<file path="config.mk">
export PLATFORM = sky130hd
export DESIGN_NAME = riscv_mem_port_arbiter
export DESIGN_NICKNAME = d
export VERILOG_FILES = /design/src/rtl/riscv_mem_port_arbiter.sv
export SDC_FILE = /design/constraint.sdc
export NUM_CORES = 1
export LEC_CHECK = 0
export CAP_MARGIN = 20
export CORE_AREA = 2 2 211 213
export CTS_BUF_LIST = sky130_fd_sc_hd__clkbuf_4 sky130_fd_sc_hd__clkbuf_8
export CTS_CLUSTER_DIAMETER = 60
export CTS_CLUSTER_SIZE = 8
export DETAILED_ROUTE_END_ITERATION = 12
export DIE_AREA = 0 0 213 215
export PLACE_DENSITY_LB_ADDON = 0.3
export SYNTH_ARGS = -nofsm -noshare
export SYNTH_HDL_FRONTEND = slang
export SYNTH_SLANG_ARGS = --single-unit
</file>
<file path="constraint.sdc">
create_clock -name clk -period 4.5 [get_ports clk]
set_input_delay 0.9 -clock clk [delete_from_list [all_inputs] [get_ports clk]]
set_output_delay 0.9 -clock clk [all_outputs]
set_load 0.01 [all_outputs]
</file>
<file path="src/rtl/riscv_mem_port_arbiter.sv">
// Shares the core memory port between instruction fetch and the data stage.
// One transaction is in flight at a time. Data has priority, but a streak limit keeps fetch from starving.
module riscv_mem_port_arbiter #(
  parameter int ADDR_WIDTH    = 64,
  parameter int DATA_WIDTH    = 64,
  parameter int STRB_WIDTH    = DATA_WIDTH / 8,
  parameter int MAX_DM_STREAK = 4,
  parameter int CNT_WIDTH     = 3
) (
  input  logic                  clk,
  input  logic                  nreset,
  input  logic                  enable,
  input  logic                  i_if_rd_req,
  input  logic [ADDR_WIDTH-1:0] i_if_addr,
  output logic                  o_if_rd_valid,
  output logic [DATA_WIDTH-1:0] o_if_rd_data,
  input  logic                  i_dm_rd_req,
  input  logic                  i_dm_wr_req,
  input  logic [ADDR_WIDTH-1:0] i_dm_addr,
  input  logic [DATA_WIDTH-1:0] i_dm_wr_data,
  input  logic [STRB_WIDTH-1:0] i_dm_wr_strb,
  output logic                  o_dm_rd_valid,
  output logic [DATA_WIDTH-1:0] o_dm_rd_data,
  output logic                  o_dm_wr_ready,
  output logic                  o_mem_rd_ready,
  output logic                  o_mem_wr_valid,
  output logic [ADDR_WIDTH-1:0] o_mem_addr,
  output logic [DATA_WIDTH-1:0] o_mem_wr_data,
  output logic [STRB_WIDTH-1:0] o_mem_wr_strb,
  input  logic                  i_mem_rd_valid,
  input  logic [DATA_WIDTH-1:0] i_mem_rd_data,
  input  logic                  i_mem_wr_ready,
  output logic [1:0]            o_grant
);

  localparam logic [1:0] S_IDLE  = 2'b00;
  localparam logic [1:0] S_IF_RD = 2'b01;
  localparam logic [1:0] S_DM_RD = 2'b10;
  localparam logic [1:0] S_DM_WR = 2'b11;

  localparam logic [CNT_WIDTH-1:0] L_MAX_STREAK = CNT_WIDTH'(MAX_DM_STREAK);

  logic [1:0]           r_state;
  logic [1:0]           w_state_nxt;
  logic [CNT_WIDTH-1:0] r_streak;
  logic [CNT_WIDTH-1:0] w_streak_nxt;
  logic [CNT_WIDTH-1:0] w_streak_inc;
  logic [CNT_WIDTH-1:0] w_streak_dm;
  logic                 w_streak_full;

  assign w_streak_full = (r_streak == L_MAX_STREAK);
  assign w_streak_inc  = w_streak_full ? r_streak : r_streak + 1'b1;
  // The streak only counts data grants made while fetch is actually waiting.
  assign w_streak_dm   = i_if_rd_req ? w_streak_inc : '0;

  always_comb begin
    w_state_nxt  = r_state;
    w_streak_nxt = r_streak;
    case (r_state)
      S_IDLE: begin
        if (enable) begin
          if (i_if_rd_req && w_streak_full) begin
            w_state_nxt  = S_IF_RD;
            w_streak_nxt = '0;
          end else if (i_dm_wr_req) begin
            w_state_nxt  = S_DM_WR;
            w_streak_nxt = w_streak_dm;
          end else if (i_dm_rd_req) begin
            w_state_nxt  = S_DM_RD;
            w_streak_nxt = w_streak_dm;
          end else begin
            w_state_nxt  = i_if_rd_req ? S_IF_RD : S_IDLE;
            w_streak_nxt = '0;
          end
        end
      end
      S_IF_RD, S_DM_RD: begin
        if (i_mem_rd_valid) w_state_nxt = S_IDLE;
      end
      S_DM_WR: begin
        if (i_mem_wr_ready) w_state_nxt = S_IDLE;
      end
      default: w_state_nxt = S_IDLE;
    endcase
  end

  always_ff @(posedge clk or negedge nreset) begin
    if (!nreset) begin
      r_state  <= S_IDLE;
      r_streak <= '0;
    end else begin
      r_state  <= w_state_nxt;
      r_streak <= w_streak_nxt;
    end
  end

  // Memory-side request is a pure decode of the registered grant.
  assign o_grant        = r_state;
  assign o_mem_rd_ready = (r_state == S_IF_RD) || (r_state == S_DM_RD);
  assign o_mem_wr_valid = (r_state == S_DM_WR);
  assign o_mem_addr     = (r_state == S_IF_RD) ? i_if_addr :
                          (r_state == S_IDLE)  ? '0 : i_dm_addr;
  assign o_mem_wr_data  = o_mem_wr_valid ? i_dm_wr_data : '0;
  assign o_mem_wr_strb  = o_mem_wr_valid ? i_dm_wr_strb : '0;

  assign o_if_rd_valid  = (r_state == S_IF_RD) && i_mem_rd_valid;
  assign o_dm_rd_valid  = (r_state == S_DM_RD) && i_mem_rd_valid;
  assign o_dm_wr_ready  = (r_state == S_DM_WR) && i_mem_wr_ready;
  assign o_if_rd_data   = o_if_rd_valid ? i_mem_rd_data : '0;
  assign o_dm_rd_data   = o_dm_rd_valid ? i_mem_rd_data : '0;

endmodule
</file>
=== Word level (Yosys, flattened, before mapping) ===
Index checks and enable logic that the tools add are counted.

* Output and inout port bits: 271
* Bits in registers: 5
* Bits of input ports: 272

* Muxes and demuxes: 19
* Add/subtract/negate cells: 1
* Reductions and logical operators: 9
* Equality and inequality tests: 7

{| class="wikitable"
|+ Operator list
! kind !! count
|-
| 64-bit 2-to-1 mux || 5
|-
| 3-bit 2-to-1 mux || 5
|-
| 2-bit 2-to-1 mux || 6
|-
| 8-bit 2-to-1 mux || 1
|-
| 2-bit case mux with 3 select lines || 1
|-
| 2-bit equality test (second input constant) || 2
|-
| 1-bit logical AND || 4
|-
| 2-bit inequality test (second input constant) || 2
|-
| 3-bit by 1-bit adder with 3-bit output (second input constant) || 1
|-
| 3-bit equality test (second input constant) || 1
|-
| 3-bit AND reduction || 1
|-
| 2-bit by 1-bit equality test with 1-bit output (second input constant) || 1
|-
| 2-bit zero test || 1
|-
| 2-bit by 1-bit inequality test with 1-bit output (second input constant) || 1
|-
| 2-bit AND reduction || 1
|-
| 2-bit OR reduction || 1
|-
| 1-bit logical OR || 1
|-
| 1-bit 2-to-1 mux || 1
|}

=== Depth between registers and ports, before layout ===
Gate-level depths: netlist of run 1.

* Word-level depth: 6
* Depth in mapped cells: 5

=== Worst setup path after synthesis of run 1 ===
Ideal clock, no wire load.

* Path type: input to output
* Start point: in i_mem_rd_valid
* End point: out o_dm_rd_data[0]
* Path buffers: 2
* Setup slack: 2.036 ns
* Stages: 3
* Data arrival time: 1.564 ns
* Cell sequence: clkbuf_1 > clkbuf_1 > and3_1

* Longest elaborated chain between the ends: 2

{| class="wikitable"
|+ RTL lines
! what !! line !! text
|-
| from (decl) || 30 || <nowiki>input logic i_mem_rd_valid,</nowiki>
|-
| 1-bit logical AND || 107 || <nowiki>assign o_dm_rd_valid = (r_state == S_DM_RD) && i_mem_rd_valid;</nowiki>
|-
| 64-bit 2-to-1 mux || 110 || <nowiki>assign o_dm_rd_data = o_dm_rd_valid ? i_mem_rd_data : '0;</nowiki>
|-
| to (decl) || 23 || <nowiki>output logic [DATA_WIDTH-1:0] o_dm_rd_data,</nowiki>
|}

No other way between the ends.

=== Final worst setup path of run 1 ===
* Start point: reg r_state[1], in the netlist o_grant[1]
* End point: out o_mem_addr[12]

* Longest elaborated chain between the ends: 3
* Elaborated cells on any way between the ends: 4

{| class="wikitable"
|+ RTL lines
! what !! line !! text
|-
| from (decl) || 43 || <nowiki>logic [1:0] r_state;</nowiki>
|-
| from (signal assigned) || 92 || <nowiki>r_state <= w_state_nxt;</nowiki>
|-
| 2-bit zero test || 102 || <nowiki>(r_state == S_IDLE) ? '0 : i_dm_addr;</nowiki>
|-
| 64-bit 2-to-1 mux || 102 ||
|-
| 64-bit 2-to-1 mux * || 101 || <nowiki>assign o_mem_addr = (r_state == S_IF_RD) ? i_if_addr :</nowiki>
|-
| to (decl) || 27 || <nowiki>output logic [ADDR_WIDTH-1:0] o_mem_addr,</nowiki>
|}

Mark *: on every way between the ends. The rest lies on a longest branch, timed or not.

==> results.py, run 1 <==
metrics = {
    "synthesis": {
        "syn-num-nets": 631,
        "synth_top_area_share_pct": 33.72,
        "synth_cells": 353,
        "ys_warn_count": 0,
        "yosysTopAreaCell": "and3_1",
        "avgSynthCellArea_sq_um": 6.727,
        "ys_types": 23,
        "ys_ff_latch": 5,
        "synthTopCellsByArea": "and3_1 34%, a22o_1 24%, and2_1 20%",
        "ys_seq_area_share_pct": 5.269,
        "synth_area_sq_um": 2375,
    },
    "floorplan": {
        "rows": 77,
        "initial_core_util_pct": 5.441,
        "die_area_sq_um": 45800,
        "fp.dieW_microns": 213,
        "coreArea_sq_um": 43640,
        "io_pins": 543,
        "fp.dieH_microns": 215,
    },
    "pwr": {
        "p_switching_w": 0.001243,
        "clock_power_share_pct": 3.0,
        "power_frac_comb_pct": 94.0,
        "p_leak_nw": 3.512,
        "swShare_pct": 43.00,
        "seq_power_share_pct": 2.9,
        "ir_drop_v": 0.0002141,
        "internal_power_w": 0.001648,
        "power-per-cell-area_nw_per_um2": 339.5,
        "finalPower_w": 0.002892,
    },
    "clock_tree": {
        "ctsHoldBuffers": 0,
        "clkSinkCount": 5,
        "clkSlewWorstSetupHoldPaths_ns": 0.03,
        "cts_made_buffers": 3,
        "insertion_delay_ns": 0.22,
        "cts-resized-gates": 0,
        "htree_levels": 1,
        "cts_tree": "yes",
        "post-cts-setup-buffers": 0,
        "cts_root_buf": "clkbuf_8",
        "cts.path.max_buffers": 2,
    },
    "job": {
        "cap_viol_max_count": 0,
    },
    "routing": {
        "vias": 4806,
        "drc": 0,
        "postRouteAntennaNets": 0,
        "drt_wl_total_microns": 23180,
        "drtPass1Iterations": 4,
        "wl_per_cell_microns": 15.97,
        "routed_via_density": 3.312,
        "drt_iter0_drc": 173,
    },
    "cells_and_area": {
        "layout_commonest_cell": "clkdlybuf4s50_1",
        "nNetsFinal": 1137,
        "fillerInstances": 4864,
        "drive_above_1_share_pct": 2.098,
        "final_cell_mix": "541 x clkdlybuf4s50_1, 128 x and3_1, 75 x and2_1, 66 x a22o_1, 7 x inv_1",
        "area_growth_pct": 258.7,
    },
    "placement": {
        "gp_congestion": 0.7876,
        "dp_slack_ns": 1.013,
        "numPortBuffers": 542,
        "detailed_place_hpwl_microns": 19820,
    },
    "sta": {
        "worst_pin_slew_ns": 0.7960,
        "clock.fmax_mhz": 280.5,
        "setup_viol": 0,
        "period_share_pct": 79.22,
        "slew_viol_final": 0,
        "slew_headroom_pct": 46.93,
        "clock_skew_ns": 0.0006121,
        "rsz0062_at_grt": "no",
        "finalSetupTns_ns": 0,
        "hold_violations": 0,
        "period_needed_ns": 3.565,
        "setup_slack_ns": 0.9350,
    },
    "critical_path": {
        "arrival_ns": 2.66,
        "ff2ff_path_depth": 3,
        "timing_worst_setup_path_type": "flop to output pin",
        "worstPathRequired_ns": 3.60,
        "cp_slowest_cell": "clkdlybuf4s50_1",
        "crit_cells": 6,
        "startpoint_type": "flop",
        "crit_buf_inv": 3,
        "r2r_slack_ns": 2.50,
        "critPathMaxFanout": 51,
        "crit_chain": "inv_1, ha_4, nor2_4, buf_12, a22o_1, clkdlybuf4s50_1",
        "cp_top_family": "buffers and inverters",
        "cp-end-kind": "output pin",
        "max_stage_delay_ns": 0.56,
    },
    "global_route": {
        "first_global_vias": 4862,
        "grt_max_degree": 86,
        "antenna_found_initial": 2,
        "track_usage_pct": 9.045,
        "grt_pass1_wl_microns": 30980,
        "overflow": 0,
    },
    "hold_path": {
        "min_path_type": "flop to flop",
        "whs_path_depth": 1,
    },
    "status": {
        "status": "complete, no violations",
    },
}
-- cell families (layout without fill, tap and decap cells) --
kind of cell | after synthesis | after routing | share of synthesized area (%)
simple gates | 209 | 209 | 54.58
compound gates | 74 | 74 | 26.77
buf+inv | 57 | 562 | 9.326
fa+ha+maj | 6 | 6 | 3.161
flops | 5 | 5 | 5.269
mux | 2 | 2 | 0.8957
other cells | 0 | 1 | 0
-- per-layer routing --
layer	global-route usage [%]	share of wire (%)	vias to the layer above
li1	-	-	2297
met1	8.426	34	2142
met2	19.34	55	348
met3	2.353	9.6	17
met4	1.212	1.4	2
met5	0	0.056	-
-- synth_stat cells, drive strengths merged --
cell type	n
a222oi	1
o21ai	2
nand3	1
o311ai	1
buf	7
mux2	1
mux2i	1
nor2	2
nand2	2
nor2b	1
and3	128
a21oi	1
a22o	66
dfrtp	5
a31oi	1
clkbuf	42
and2	75
o211ai	1
a32o	1
inv	8
ha	6
-- path summary, 6_finish.rpt --
check,start,endpoint
max in group asynchronous,nreset,o_grant[0]$_DFFE_PN0P_
setup reg to reg,o_grant[0]$_DFFE_PN0P_,o_grant[0]$_DFFE_PN0P_
hold / removal,r_streak[1]$_DFFE_PN0P_,r_streak[1]$_DFFE_PN0P_
min in group asynchronous,nreset,r_streak[0]$_DFFE_PN0P_
setup / recovery,o_grant[1]$_DFFE_PN0P_,o_mem_addr[12]
hold reg to reg,r_streak[1]$_DFFE_PN0P_,r_streak[1]$_DFFE_PN0P_
-- final cells by class --
type	instances	area [sq um]	share of cell area (%)
well taps	592	740.7	8.696
flip-flops and latches	5	125.1	1.469
multi-input cells	291	2053	24.10
inverters	8	30.03	0.3525
clock buffers	4	48.80	0.5729
diodes	1	2.502	0.02938
repair buffers	550	5518	64.78
-- flip-flops by register name, indices dropped and copies added (netlist names) --
register  flops
o_grant       2
r_streak      3
-- power groups by stage --
stage / sequential [W] / combinational [W] / clock, W
4_1_cts: 0.0000851 / 0.00277 / 0.0000914
5_1_grt: 0.0000870 / 0.00291 / 0.0000960
6_report: 0.0000847 / 0.00272 / 0.0000881
3_3_place_gp: 0.0000846 / 0.00277 / 0
3_5_place_dp: 0.0000860 / 0.00275 / 0
2_1_floorplan: 0.0000815 / 0.00113 / 0
-- worst register-to-register path, cell delays in order (launching register included) --
cell and delay, ns:
dfrtp_1 0.46, ha_2 0.75, a222oi_1 0.29, mux2_1 0.38
-- per-stage QoR --
| stage | utilization (%) | hold slack (ns) | instances | area, sq um |
|---|---|---|---|---|
| floorplan | - | 0.4893 | 353 | 2375 |
| global placement | 19.40 | 0.5159 | 1446 | 8467 |
| detailed placement | 19.40 | 0.5242 | 1446 | 8467 |
| CTS | 19.51 | 0.5313 | 1450 | 8516 |
| global route | 19.51 | 0.5579 | 1450 | 8516 |
| finish | 19.52 | 0.5307 | 1451 | 8518 |
Power figures use the tool's default switching activity.
==> run 2, diff against run 1 <==
- clock period: 4.5 -> 3.5 ns (I/O delays scaled with it)
==> results.py, run 2 (synthesis gave the netlist of run 1 again) <==
metrics = {
    "placement": {
        "place_area_sq_um": 8487,
        "gp_congestion": 0.7478,
        "detailed_place_hpwl_microns": 20040,
        "numPortBuffers": 542,
        "dp_cells": 1447,
    },
    "clock_tree": {
        "cts_made_buffers": 3,
        "cts_root_buf": "clkbuf_8",
        "cts-resized-gates": 0,
        "cts_tree": "yes",
        "htree_levels": 1,
        "post-cts-setup-buffers": 0,
        "clkSinkCount": 5,
        "insertion_delay_ns": 0.22,
        "cts.path.max_buffers": 2,
        "ctsHoldBuffers": 0,
        "clkSlewWorstSetupHoldPaths_ns": 0.03,
    },
    "pwr": {
        "finalPower_w": 0.003749,
        "ir_drop_v": 0.0002199,
        "power-per-cell-area_nw_per_um2": 439.1,
        "p_leak_nw": 3.522,
    },
    "sta": {
        "worst_pin_slew_ns": 0.5984,
        "clock.fmax_mhz": 326.2,
        "period_share_pct": 87.60,
        "slew_headroom_pct": 60.11,
        "rsz0062_at_grt": "no",
        "finalSetupTns_ns": 0,
        "period_needed_ns": 3.066,
        "hold_violations": 0,
        "hold-worst-slack_ns": 0.5211,
        "setup_viol": 0,
        "slew_viol_final": 0,
        "clock_skew_ns": 0.0003090,
    },
    "cells_and_area": {
        "area_growth_pct": 259.5,
        "drive_above_1_share_pct": 2.212,
        "nNetsFinal": 1138,
        "stdcell_count": 1452,
        "final_cell_area_sq_um": 8538,
        "largest_reg_flops": 3,
        "largest-register": "r_streak",
        "layout_commonest_cell": "clkdlybuf4s50_1",
        "final_cell_mix": "541 x clkdlybuf4s50_1, 128 x and3_1, 75 x and2_1, 66 x a22o_1, 7 x inv_1",
    },
    "routing": {
        "vias": 4803,
        "drtPass1Iterations": 4,
        "wl_per_cell_microns": 16.08,
        "drc": 0,
        "routed_via_density": 3.308,
        "drt_wl_total_microns": 23350,
        "postRouteAntennaNets": 0,
        "drt_iter0_drc": 203,
    },
    "critical_path": {
        "cp-end-kind": "output pin",
        "startpoint_type": "flop",
        "arrival_ns": 2.37,
        "worstPathRequired_ns": 2.80,
        "crit_buf_inv": 3,
        "crit_chain": "inv_1, ha_1, nor2_4, buf_12, a22o_1, clkdlybuf4s50_1",
        "critPathMaxFanout": 64,
        "cp_slowest_cell": "clkdlybuf4s50_1",
        "max_stage_delay_ns": 0.56,
        "timing_worst_setup_path_type": "flop to output pin",
        "cp_top_family": "buffers and inverters",
    },
    "global_route": {
        "first_global_vias": 4762,
        "grt_pass1_wl_microns": 30860,
        "overflow": 0,
        "antenna_found_initial": 3,
        "grt_max_degree": 128,
        "track_usage_pct": 9.033,
    },
    "floorplan": {
        "fp.dieW_microns": 213,
        "rows": 77,
        "die_area_sq_um": 45800,
        "coreArea_sq_um": 43640,
        "io_pins": 543,
        "initial_core_util_pct": 5.441,
        "fp.dieH_microns": 215,
    },
    "hold_path": {
        "min_path_type": "flop to flop",
    },
    "status": {
        "status": "complete, no violations",
    },
    "job": {
        "cap_viol_max_count": 0,
    },
}
==> run 2: cell count changes in the layout (fill, tap and decap cells not counted) <==
cell | before | now
buf_12 | 3 | 4
==> run 2: stage by stage <==
step	utilization, %	setup slack [ns]
after floorplan	-	1.289
after global placement	19.45	0.6832
after detailed placement	19.45	0.6640
after CTS	19.56	0.4225
after global routing	19.56	0.2898
final	19.56	0.4341
==> run 2: power breakdown <==
group	total [W]	switching, W	internal [W]	leakage, nW
registers	0.000107	0.0000265	0.0000807	0.0657
logic	0.00353	0.00155	0.00198	3.43
clock network	0.000112	0.0000262	0.0000857	0.0262
==> run 2: worst paths after layout <==
check,start,to,slack (ns),cells after the start
setup / recovery,o_grant[0]$_DFFE_PN0P_,o_mem_addr[12],0.43,6
hold / removal,r_streak[1]$_DFFE_PN0P_,r_streak[1]$_DFFE_PN0P_,0.52,1
setup reg to reg,o_grant[0]$_DFFE_PN0P_,o_grant[0]$_DFFE_PN0P_,1.49,4
hold reg to reg,r_streak[1]$_DFFE_PN0P_,r_streak[1]$_DFFE_PN0P_,0.52,1
max in group asynchronous,nreset,o_grant[1]$_DFFE_PN0P_,2.60,1
min in group asynchronous,nreset,r_streak[1]$_DFFE_PN0P_,0.71,1
==> run 2: final cells by class <==
cell class	count	area (sq um)
Sequential cell	5	125.1
Multi-Input combinational cell	291	2053
Clock buffer	4	48.80
Antenna cell	1	2.502
Tap cell	592	740.7
Fill cell	4887	35100
Inverter	8	30.03
Timing Repair Buffer	551	5538
==> run 2: layer usage <==
layer  GRT usage, %  vias up  part of all wire, %
met3          2.514       14                   11
met4          1.282        2                  1.2
met5              0        -                0.056
met2          19.17      333                   55
met1          8.400     2150                   33
li1               -     2304                    -
==> variant 1 (flow settings as in run 2) <==
Change the parameter `CNT_WIDTH` from 3 to 6.
--- a/src/rtl/riscv_mem_port_arbiter.sv
+++ b/src/rtl/riscv_mem_port_arbiter.sv
@@ -5,7 +5,7 @@
   parameter int DATA_WIDTH    = 64,
   parameter int STRB_WIDTH    = DATA_WIDTH / 8,
   parameter int MAX_DM_STREAK = 4,
-  parameter int CNT_WIDTH     = 3
+  parameter int CNT_WIDTH     = 6
 ) (
   input  logic                  clk,
   input  logic                  nreset,
Formal check against the unedited RTL: same outputs for any inputs over 10 cycles, from zero or initial values and one cycle with nreset low; that may be too few to reach the edited logic, so the function may still have changed.
==> variant 1 against run 2 <==
  * Sequential cell count rose by 3
  * Area after synthesis rose by 8.1%
  * Cell area rose by 2.5%
  * Routed wire length rose by 0.99%
  * Final cell count rose by 1.3%
  * Setup slack got worse by 0.12 ns
  * Critical path depth fell by 1
  * Power rose by 3.9%
  * Critical path type unchanged
  * Largest power group unchanged
  * Highest routed layer is now met4
==> variant 1: results (changes against run 2) <==
| Metric | Value |
|---|---|
| Net Count, Synth | 651 (was 631) |
| Port bufs | 542 (unchanged) |
| Fill cells | 4,846 (was 4,887) |
| Final HPWL DP | 19,900 microns (was 20,000 microns) |
| Routed len/inst | 16.0 microns (was 16.1 microns) |
| Synth Flop Type | dfrtp_1 (unchanged) |
| Status | completed (unchanged) |
| Slew Limit Headroom | 62.4% (was 60.1%) |
| H-tree lvl count | 1 (unchanged) |
| Skew-Pair Late Insertion Delay | 0.22 ns (about the same) |
| WL met2 | 12,500 microns (was 12,900 microns) |
| Max reg flops | 6 (was 3) |
| Starting DRC count in detailed routing | 173 (was 203) |
| Ys Warns | 0 (unchanged) |
| Clock root cell | clkbuf_8 (unchanged) |
| M1 wire length | 8510 microns (was 7660 microns) |
| Worst VDD drop | 0.320 mV (was 0.220 mV) |
| Post-synth ARST share | 100% (unchanged) |
| TritonRoute pass-1 iters | 4 (unchanged) |
| Max layer used | met4 (was met5) |
| Initial antenna violation count | 3 (unchanged) |
| Top reg by flops | r_streak (unchanged) |
| Static Leak | 3.58 nW (was 3.52 nW) |
| CP arrival | 2.49 ns (was 2.37 ns) |
| Worst min path class | reg -> reg (unchanged) |
| Synth cell count leaders | and3_1 (129), and2_1 (75), a22o_1 (64) (was and3_1 (128), and2_1 (75), a22o_1 (66)) |
| Clk slew on worst S/H paths | 0.04 ns |
| Layout cells sized above 1 | 2.74% (was 2.21%) |
| Resize count post-CTS | 0 (unchanged) |
| Routability congestion estimate | 0.796 (was 0.748) |
| Pin count of the biggest net entering global routing | 88 (was 128) |
| Vias/cell | 3.39 (was 3.31) |
| Inserted Clock Buffers | 3 (unchanged) |
| NumNets Final | 1,157 (was 1,138) |
| Gr usage total | 9.19% (was 9.03%) |
| Post-synth cell types | 32 (was 23) |
| CP Max Fanout | 37 (was 64) |
| First-pass GRT wire length | 32,000 microns (was 30,900 microns) |
| Vias in the first global route | 5,004 (was 4,762) |
| Register area share after synthesis | 7.80% (was 5.27%) |
| Clock Skew | 0.000686 ns (was 0.000309 ns) |
| Met3 WL post-DR | 2460 microns (about the same) |
| Largest cells by area after synthesis | and3_1 (31%), a22o_1 (22%), and2_1 (18%) (was and3_1 (34%), a22o_1 (24%), and2_1 (20%)) |
| Clock tree buffer depth | 2 (unchanged) |
| Post-CTS setup buffers | 0 (unchanged) |
[variant 1: changes by cell type after synthesis, sizes merged, moves of 3 or more]
| cell | run 2 | this run |
|---|---|---|
| clkbuf | 42 | 48 |
| inv | 8 | 5 |
| nor2b | 1 | 4 |
| dfrtp | 5 | 8 |
| nand2 | 2 | 6 |
| buf | 7 | 2 |
| o21ai | 2 | 5 |
[variant 1: path summary, 6_finish.rpt]
check	start	end	slack, ns	depth (start not counted)
worst max register to register	o_grant[0]	o_grant[1]	1.64	5
min in group asynchronous	nreset	r_streak[3]	0.78	1
worst max-delay path	o_grant[1]	o_mem_addr[31]	0.31	5
worst min register to register	r_streak[4]	r_streak[4]	0.53	1
worst min-delay path	r_streak[4]	r_streak[4]	0.53	1
max in group asynchronous	nreset	o_grant[1]	2.42	1
[variant 1: power breakdown]
group          total (mW)  leakage (nW)  switching (mW)  internal (mW)
combinational        3.63          3.45            1.62           2.01
sequential          0.159         0.107          0.0378          0.121
clock               0.108        0.0216          0.0341         0.0743
total                3.90          3.58            1.69           2.21
[variant 1: kinds of logic after synthesis]
family | synth area share [%]
AO/OA/AOI/OAI | 26.0
AND/OR/NAND/NOR | 54.7
flip-flops | 7.80
adder cells (fa/ha/maj) | 2.93
multiplexers | 0.439
buffers and inverters | 8.14
[variant 1: area by class of cell]
type | instances | share of cell area [%]
Antenna cell | 2 | 0.0572
Clock buffer | 3 | 0.472
Inverter | 5 | 0.215
Multi-Input combinational cell | 310 | 24.9
Sequential cell | 8 | 2.29
Tap cell | 592 | 8.47
Timing Repair Buffer | 551 | 63.6
[variant 1: critical path, stage by stage (launching register included)]
cell	delay [ns]
dfrtp_1	0.43
inv_1	0.14
ha_4	0.51
buf_4	0.34
a22o_1	0.25
clkdlybuf4s50_1	0.57
[variant 1: routing by layer]
metal  vias to the layer above  global-route usage [%]
met4                         0                   0.746
li1                       2385                       -
met2                       339                    18.6
met1                      2253                    9.50
met3                         4                    2.56
met5                         -                       0
[variant 1: per-stage QoR]
| step | cells | total power, mW | worst slack (ns) | area, sq um |
|---|---|---|---|---|
| floorplan | 373 | 1.64 | 1.27 | 2570 |
| CTS | 1469 | 3.94 | 0.268 | 8740 |
| finish | 1471 | 3.90 | 0.313 | 8750 |
| global placement | 1466 | 3.83 | 0.520 | 8700 |
| global route | 1471 | 4.14 | 0.178 | 8750 |
| detailed placement | 1466 | 3.81 | 0.519 | 8700 |
==> variant 2 (settings of run 2) <==
Made on the original files. Make the reset (`nreset`) synchronous in one clocked block.
--- a/src/rtl/riscv_mem_port_arbiter.sv
+++ b/src/rtl/riscv_mem_port_arbiter.sv
@@ -84,7 +84,7 @@
     endcase
   end
 
-  always_ff @(posedge clk or negedge nreset) begin
+  always_ff @(posedge clk) begin
     if (!nreset) begin
       r_state  <= S_IDLE;
       r_streak <= '0;
Formal check against the unedited RTL: differs if nreset is asserted again (counterexample within 4 cycles, from zero or initial values and one cycle with nreset low); with nreset held inactive, the same outputs for 10 cycles.
==> variant 2 against run 2 <==
  * Power grew 3.0%
  * Cell area increased by 1.3%
  * Sequential cell count unchanged
  * Area after synthesis is 7.1% higher
  * Setup slack about the same
  * Clock skew is 0.00087 ns higher
  * Routed wire length shrank 8.2%
  * Sequential power fell by 14%
  * Critical path type unchanged
==> variant 2: results (changes against run 2) <==
| Metric | Value |
|---|---|
| TritonRoute pass-1 iters | 4 (unchanged) |
| Slew Limit Headroom | 62.4% (was 60.1%) |
| Hold depth | 2 (was 1) |
| Starting DRC count in detailed routing | 213 (was 203) |
| Static Leak | 3.51 nW (was 3.52 nW) |
| R2R depth | 5 (was 4) |
| Status | completed (unchanged) |
| Pin count of the biggest net entering global routing | 130 (was 128) |
| Worst r2r src | o_grant[0] (unchanged) |
| Worst VDD drop | 0.291 mV (was 0.220 mV) |
| Synth Flop Type | dfxtp_1 (was dfrtp_1) |
| Layout cells sized above 1 | 9.14% (was 2.21%) |
| Post-synth ARST share | 0% (was 100%) |
| Register area share after synthesis | 3.94% (was 5.27%) |
| Gr usage total | 8.34% (was 9.03%) |
| Vias in the first global route | 4,652 (was 4,762) |
| Clk slew on worst S/H paths | 0.04 ns |
| Net Count, Synth | 636 (was 631) |
| Clock Skew | 0.00118 ns (was 0.000309 ns) |
| Placement Cell Area | 8590 sq um (was 8490 sq um) |
| Synth cell count leaders | and3_1 (128), and2_1 (75), a22o_2 (59) (was and3_1 (128), and2_1 (75), a22o_1 (66)) |
| Fill cells | 4,882 (was 4,887) |
| Top reg by flops | r_streak (unchanged) |
| Vias/cell | 3.28 (was 3.31) |
| CP Max Fanout | 12 (was 64) |
| Final HPWL DP | 18,000 microns (was 20,000 microns) |
| Routed len/inst | 14.7 microns (was 16.1 microns) |
| Post-synth cell types | 28 (was 23) |
| R2r setup slk | 1.88 ns (was 1.49 ns) |
| First-pass GRT wire length | 29,200 microns (was 30,900 microns) |
| Routability congestion estimate | 0.839 (was 0.748) |
| Min-Delay Endpoint | r_streak[1] (unchanged) |
[variant 2: area by class of cell]
cell class                      count  area share [%]
Timing Repair Buffer              551            64.3
Multi-Input combinational cell    296            25.0
Tap cell                          592            8.57
Sequential cell                     5            1.16
Clock buffer                        4           0.564
Inverter                            8           0.347
Antenna cell                        2          0.0579
[variant 2: worst max-delay path: stages, from the launching register on]
cell and delay [ns]:
dfxtp_1 0.44, inv_1 0.10, ha_1 0.31, nor2_4 0.33, buf_4 0.26, a22o_2 0.16
clkdlybuf4s50_1 0.54
[variant 2: logic make-up after synthesis]
| family | count (synthesis) | share of synthesized area (%) |
|---|---|---|
| muxes | 2 | 0.787 |
| and+or+nand+nor | 215 | 52.6 |
| AOI/OAI and AO/OA | 73 | 28.0 |
| buffers and inverters | 57 | 11.8 |
| DFF | 5 | 3.94 |
| adders and majority gates | 6 | 2.95 |
[variant 2: metrics by stage]
step,util [%],setup WS (ns),hold WS (ns),std cells,power [mW]
after global routing,19.8,0.263,0.522,1456,4.10
after detailed placement,19.7,0.642,0.492,1452,3.78
after floorplan,-,1.42,0.451,358,1.73
final,19.8,0.434,0.497,1458,3.86
after CTS,19.8,0.394,0.497,1456,3.92
after global placement,19.7,0.677,0.461,1452,3.79
[variant 2: worst max-delay path by stage]
stage | from | endpoint | slack (ns) | depth (start not counted)
2_1_floorplan | o_grant[0] | o_mem_addr[10] | 1.42 | 5
3_3_place_gp | o_grant[0] | o_mem_addr[31] | 0.68 | 6
3_5_place_dp | o_grant[0] | o_mem_addr[31] | 0.64 | 6
4_1_cts | o_grant[0] | o_mem_addr[31] | 0.39 | 6
5_1_grt | o_grant[0] | o_mem_addr[31] | 0.26 | 6
6_report | o_grant[0] | o_mem_addr[31] | 0.43 | 6
[variant 2: per-layer routing]
metal	track usage, %	routed length [microns]	vias to the layer above
met3	2.48	2380	6
met2	16.1	10900	333
met5	0	12	-
met1	9.16	8070	2118
li1	-	-	2320
met4	0.699	61	2
[variant 2: power breakdown]
part	internal (mW)	total [mW]	switching, mW
sequential	0.0709	0.0915	0.0206
clock	0.0860	0.116	0.0299
combinational	2.09	3.65	1.56
